==> src/rtl/plru_pkg.sv <==
// rtl/plru_pkg.sv - shared PLRU tree definitions for the victim selector and LRU update logic
package plru_pkg;

    localparam int PLRU_A_SIZE = 8;

    typedef enum logic [1:0] {
        IDLE = 2'd0,
        WALK = 2'd1,
        DONE = 2'd2
    } plru_vs_state_t;

    // Index width needed to name one of a_size ways.
    function automatic int way_w(input int a_size);
        return $clog2(a_size);
    endfunction

    // Tree layout: children of node n are 2n+1 (bit 0 side) and 2n+2 (bit 1 side).
    function automatic int unsigned child(input int unsigned n, input logic v);
        return 2 * n + 1 + {31'd0, v};
    endfunction

endpackage

==> src/rtl/first_invalid_way.sv <==
// rtl/first_invalid_way.sv - priority encoder returning the lowest-index invalid way
module first_invalid_way #(
    parameter int A_SIZE = 8,
    parameter int WAY_W  = 3
) (
    input  logic [A_SIZE-1:0] valid_bits,
    output logic              found,
    output logic [WAY_W-1:0]  index
);

    // Scan from the top down so the lowest invalid way is the last one written.
    always_comb begin
        found = 1'b0;
        index = '0;
        for (int i = A_SIZE - 1; i >= 0; i--) begin
            if (!valid_bits[i]) begin
                found = 1'b1;
                index = WAY_W'(i);
            end
        end
    end

endmodule

==> src/rtl/plru_victim_select.sv <==
// rtl/plru_victim_select.sv - tree PLRU victim selector, one tree level per clock
module plru_victim_select
    import plru_pkg::*;
#(
    parameter  int A_SIZE = PLRU_A_SIZE,
    localparam int WAY_W  = way_w(A_SIZE)
) (
    input  logic              clk,
    input  logic              rst,
    input  logic              req_valid,
    output logic              req_ready,
    input  logic [A_SIZE-2:0] lru_bits,
    input  logic [A_SIZE-1:0] valid_bits,
    output logic              rsp_valid,
    input  logic              rsp_ready,
    output logic [WAY_W-1:0]  victim,
    output logic              victim_invalid
);

    plru_vs_state_t    state;
    logic [A_SIZE-2:0] lru_q;
    logic [WAY_W-1:0]  node_q;
    logic [WAY_W-1:0]  level_q;
    logic [WAY_W-1:0]  victim_q;
    logic              victim_invalid_q;

    logic              inv_found;
    logic [WAY_W-1:0]  inv_index;
    logic              walk_bit;
    logic [WAY_W-1:0]  bit_pos;
    logic              last_level;

    // Invalid ways are decided on the request inputs in the accept cycle itself.
    first_invalid_way #(
        .A_SIZE (A_SIZE),
        .WAY_W  (WAY_W)
    ) u_first_invalid_way (
        .valid_bits (valid_bits),
        .found      (inv_found),
        .index      (inv_index)
    );

    // Walk away from the MRU side; victim bits are filled MSB first.
    always_comb begin
        walk_bit   = ~lru_q[node_q];
        bit_pos    = WAY_W'(WAY_W - 1) - level_q;
        last_level = (level_q == WAY_W'(WAY_W - 1));
    end

    // Request/walk/response sequencing with all outputs held in registers.
    always_ff @(posedge clk or posedge rst) begin
        if (rst) begin
            state            <= IDLE;
            lru_q            <= '0;
            node_q           <= '0;
            level_q          <= '0;
            victim_q         <= '0;
            victim_invalid_q <= 1'b0;
        end else begin
            case (state)
                IDLE: begin
                    if (req_valid) begin
                        lru_q   <= lru_bits;
                        node_q  <= '0;
                        level_q <= '0;
                        if (inv_found) begin
                            victim_q         <= inv_index;
                            victim_invalid_q <= 1'b1;
                            state            <= DONE;
                        end else begin
                            victim_q         <= '0;
                            victim_invalid_q <= 1'b0;
                            state            <= WALK;
                        end
                    end
                end
                WALK: begin
                    victim_q <= victim_q | (WAY_W'(walk_bit) << bit_pos);
                    node_q   <= WAY_W'(child(32'(node_q), walk_bit));
                    if (last_level) begin
                        state <= DONE;
                    end else begin
                        level_q <= level_q + 1'b1;
                    end
                end
                DONE: begin
                    if (rsp_ready) begin
                        state <= IDLE;
                    end
                end
                default: state <= IDLE;
            endcase
        end
    end

    assign req_ready      = (state == IDLE);
    assign rsp_valid      = (state == DONE);
    assign victim         = victim_q;
    assign victim_invalid = victim_invalid_q;

endmodule

==> config.mk <==
export PLATFORM = sky130hd
export DESIGN_NAME = plru_victim_select
export DESIGN_NICKNAME = d
export VERILOG_FILES = /design/src/rtl/plru_pkg.sv /design/src/rtl/first_invalid_way.sv /design/src/rtl/plru_victim_select.sv
export SDC_FILE = /design/constraint.sdc
export NUM_CORES = 1
export LEC_CHECK = 0
export CAP_MARGIN = 0
export CORE_UTILIZATION = 48
export CTS_CLUSTER_SIZE = 10
export DETAILED_ROUTE_END_ITERATION = 6
export PLACE_DENSITY = 0.85
export SYNTH_ARGS = -nofsm -noshare
export SYNTH_HDL_FRONTEND = slang
export SYNTH_HIERARCHICAL = 1
export SYNTH_SLANG_ARGS = --single-unit
==> constraint.sdc <==
create_clock -name clk -period 1.9 [get_ports clk]
set_input_delay 0.19 -clock clk [delete_from_list [all_inputs] [get_ports clk]]
set_output_delay 0.19 -clock clk [all_outputs]
set_load 0.01 [all_outputs]
# --- Word-level counts from Yosys, hierarchy flattened ---
# Index checks and enable logic that the tools add are counted.
word_totals:
  reg_bits: 19
  output_inout_bits: 6
classes:
  add_sub_neg: 4
  n_lt_le_gt_ge: 1
  n_eq_ne: 7
  n_shift: 1
  muxes: 31
  bitwise_logic: 2
  reduce_logical: 6
ops:
  columns: ["op", "n"]
  rows:
  - ["$mux 3", 12]
  - ["$pmux 3 s2", 3]
  - ["$mux 1", 10]
  - ["$mux 2", 4]
  - ["$add 3x1->3 const B", 2]
  - ["$ne 2x2->1 const B", 3]
  - ["$pmux 2 s3", 1]
  - ["$reduce_and 3->1", 2]
  - ["$lt 3x4->1 const B", 1]
  - ["$reduce_and 2->1", 2]
  - ["$add 3x1->3", 1]
  - ["$bmux 1 s3", 1]
  - ["$eq 3x2->1 const B", 1]
  - ["$or 3x3->3", 1]
  - ["$shl 1x3->3", 1]
  - ["$sub 2x3->3 const A", 1]
  - ["$eq 2x1->1 const B", 1]
  - ["$eq 2x2->1 const B", 1]
  - ["$logic_not 2->1", 1]
  - ["$ne 2x1->1 const B", 1]
  - ["$reduce_bool 2->1", 1]
  - ["$not 1->1", 1]

# --- Logic depth before layout (Yosys ltp) ---
logic_depth:
  ltp_word: 11
  ltp_mapped: 7

# --- Modules after synthesis ---
# The synthesis kept the hierarchy.
by_module_without_submodules:
  columns: ["module", "n_inst", "cells_per_inst", "area_each_um2", "seq_area_each_um2"]
  rows:
  - ["plru_victim_select", 1, 85, 968.4, 475.5]
  - ["first_invalid_way", 1, 16, 78.8, 0.0]

# --- Worst setup path before layout ---
# OpenSTA, ideal clock, no wires.
synth_timing:
  path_kind: "register to register"
  from: "reg node_q[0]"
  to: "reg node_q[1]"
  setup_time_ns: 0.121
  arrival_time_ns: 1.600
  t_required_ns: 1.779
  slack_ns: 0.179
  path_stages_with_launch: 6
  path_buffers: 1
  path_cell_list: "dfrtp_1 buf_6 nand2b_4 mux4_2 ha_1 a22o_1"
synth_between:
  elab_chain_cells: 5
synth_lines:
  columns: ["item", "line_no", "source"]
  rows:
  - ["from (decl)", "plru_victim_select.sv:22", "logic [WAY_W-1:0] node_q;"]
  - ["from (signal assigned)", "plru_victim_select.sv:79", "node_q <= WAY_W'(child(32'(node_q), walk_bit));"]
  - ["$bmux 1 s3", "plru_victim_select.sv:45", "walk_bit = ~lru_q[node_q];"]
  - ["$mux 1 (not written as such)", "plru_victim_select.sv:45", null]
  - ["$not 1->1", "plru_victim_select.sv:45", null]
  - ["$add 3x1->3 *", "plru_pkg.sv:19", "return 2 * n + 1 + {31'd0, v};"]
  - ["$pmux 3 s2 *", "plru_victim_select.sv:60", "case (state)"]
# Every way passes the cells marked *; elsewhere a longest branch is shown, timed or not. The select of a mux whose other input is x is not followed.
# A chain may end at the register's enable or synchronous reset.

# --- Worst setup path in the final report ---
# Ends and elaborated chain as after synthesis.

==> results.sh <==
export IMPL_clock_fmax_mhz=560
export IMPL_yosysTopAreaCellShare_pct=45.4
export IMPL_power_w=0.00102
export IMPL_fin_crit_ns=1.79
export IMPL_track_usage_pct=20.7
export IMPL_synth_main_ff_cell="dfrtp_1"
export IMPL_worst_slew_pin_transition_ns=0.344
export IMPL_core_um2=2000
export IMPL_ys_warnings_count=6
export IMPL_ant_nets=0
export IMPL_crit_path_max_fanout=6
export IMPL_die_h_um=48.7
export IMPL_clock_skew_ns=0.00636
export IMPL_setup_tns_ns=0
export IMPL_synth_ff_latch_count=19
export IMPL_final_period_utilization_pct=94.1
export IMPL_critPathKind="reg -> reg"
export IMPL_numPortBuffers=24
export IMPL_rows=16
export IMPL_synth_area_leaders="dfrtp_1, mux2_2, nand2_1"
export IMPL_rsz0062_at_grt="no"
export IMPL_synthesis_area_um2=1050
export IMPL_overflow=0
export IMPL_gr_usage_met3_pct=3.46
export IMPL_synthTopCellsByCount="dfrtp_1, nand2_1, mux2_2, nor2_1, inv_1"
export IMPL_clock_sinks=19
export IMPL_via_per_inst=5.32
export IMPL_busiest_layer="met2"
export IMPL_cp_start_kind="flip-flop"
export IMPL_endpoint_kind="flip-flop"
export IMPL_die_w_um=48.7
export IMPL_post_dp_cell_area_um2=1320
export IMPL_p_leak_nw=0.583
export IMPL_htreeDepth=1
export IMPL_clkTransAtPathRegs_ns=0.12
export IMPL_clkLatencyLatePin_ns=0.30
export IMPL_initial_utilization_pct=52.3
export IMPL_grt_pass1_wl_um=3710
export IMPL_syn2layout_area_growth_pct=28.9
export IMPL_wl_per_cell_um=13.6
export IMPL_synth_nets=123
export IMPL_synth_edf_count=0
export IMPL_status="complete, no violations"
export IMPL_async_reset_ff_share_pct=100
export IMPL_crit_required_ns=2.09
export IMPL_grt_antenna_before_repair=0
export IMPL_yosysTopAreaCell="dfrtp_1"
export IMPL_drive_gt1_share_pct=15.5
export IMPL_cp_arrival_ns=1.98
export IMPL_fillers=157
export IMPL_grtUsageMet2_pct=33.1
export IMPL_hold_ws_ns=0.201
export IMPL_grt_max_degree=20
export IMPL_drc=0
export IMPL_numCtsBuffers=3
export IMPL_ys_seq_area_share_pct=45.4
export IMPL_antenna_cells=0
export IMPL_globalplace_congestion=0.845
export IMPL_ys_types=32
export IMPL_timing_slew_headroom_pct=77.0
export IMPL_drt_total_wl_um=2130
export IMPL_rrSetupSlack_ns=0.11
export IMPL_fin_nets=152
export IMPL_cts_tree="yes"
export IMPL_finalSetupViolations=0
export IMPL_synth_most_common_cell="dfrtp_1"
export IMPL_drt_iter0_markers=11
export IMPL_met1_usage_pct=26.7
export IMPL_die_area_um2=2370
export IMPL_vdd_drop_max_v=0.000426
export IMPL_hold_class="in -> async"
export IMPL_cts_hold_buf=0
export IMPL_root_buffer="clkbuf_4"
export IMPL_vias=830
export IMPL_final_hold_viol_count=0
export IMPL_clockBufferDepth=2
export IMPL_synthCells=101
export IMPL_syn_area_per_cell_um2=10.4
export IMPL_hpwl_um=1660
export IMPL_dr_pass1_iters=3
export IMPL_grt_pass1_vias=826
export IMPL_power_per_cell_area_nw_per_um2=759
export IMPL_post_cts_resized=0
export IMPL_design_area_um2=1350
export IMPL_drv_cap=0
export IMPL_io_pins=25
export IMPL_postCtsSetupRepairBufs=0
export IMPL_maxSlewViolCount=0
[power by group]
| part | internal, W | switching (W) |
|---|---|---|
| sequential | 0.000468 | 0.0000516 |
| clock | 0.0000783 | 0.000132 |
| combinational | 0.000175 | 0.000120 |
[layout by cell type (no fill, tap or decap), types with 2 or more instances in the layout]
master / count
a21oi_1: 3
a22o_1: 2
a31oi_1: 3
buf_4: 3
clkbuf_4: 3
clkdlybuf4s50_1: 24
dfrtp_1: 19
ha_1: 3
inv_1: 7
mux2_2: 9
mux2i_1: 4
nand2_1: 11
nand2b_1: 2
nor2_1: 8
nor2b_1: 3
nor4_1: 2
o21ai_0: 5
o22ai_1: 2
[cell type report]
| type | count | area (µm²) | share of cell area (%) |
|---|---|---|---|
| Clock inverter | 1 | 5.00 | 0.371 |
| Multi-Input combinational cell | 72 | 524 | 38.8 |
| Sequential cell | 19 | 475 | 35.2 |
| Inverter | 7 | 26.3 | 1.95 |
| Clock buffer | 3 | 22.5 | 1.67 |
| Tap cell | 27 | 33.8 | 2.50 |
| Timing Repair Buffer | 27 | 263 | 19.5 |
[path summary, 6_finish.rpt]
kind / to / cells after the start / start
worst max register to register: node_q[1] / 4 / node_q[0]
min in group clk: lru_q[1] / 2 / lru_bits[1]
worst min register to register: victim_invalid / 1 / victim_invalid
worst min-delay path: victim[2] / 3 / rst
max in group asynchronous: lru_q[1] / 3 / rst
worst max-delay path: node_q[1] / 4 / node_q[0]
[sequential cells by signal, indices dropped and copies added (netlist names)]
| name | count |
|---|---|
| lru_q | 7 |
| level_q | 3 |
| node_q | 3 |
| victim | 3 |
| state | 2 |
| victim_invalid | 1 |
[cell families after synthesis]
| group | count (synthesis) | share of synthesized area [%] |
|---|---|---|
| simple gates | 32 | 15.9 |
| compound gates | 21 | 13.3 |
| flops | 19 | 45.4 |
| mux | 14 | 15.7 |
| buf+inv | 10 | 4.54 |
| fa+ha+maj | 3 | 3.58 |
| xor+xnor | 2 | 1.67 |
[routing by layer]
metal  vias up  share of wire (%)
li1        415                  -
met1       395                 46
met2        18                 50
met3         2                2.3
met4         0                1.3
met5         -                  0
[critical path, stage by stage, from the launching register on]
cell,delay [ns]
dfrtp_1,0.49
nand2b_4,0.18
mux4_2,0.53
ha_1,0.30
a22o_1,0.19
[through the flow]
step / instances / setup slack [ns] / utilization, %
3_5_place_dp: 152 / 0.135 / 66.1
5_1_grt: 156 / 0.0481 / 67.4
2_1_floorplan: 101 / 0.179 / -
6_report: 156 / 0.113 / 67.4
3_3_place_gp: 152 / 0.189 / 66.1
4_1_cts: 156 / 0.107 / 67.4
Power figures use the tool's default switching activity.
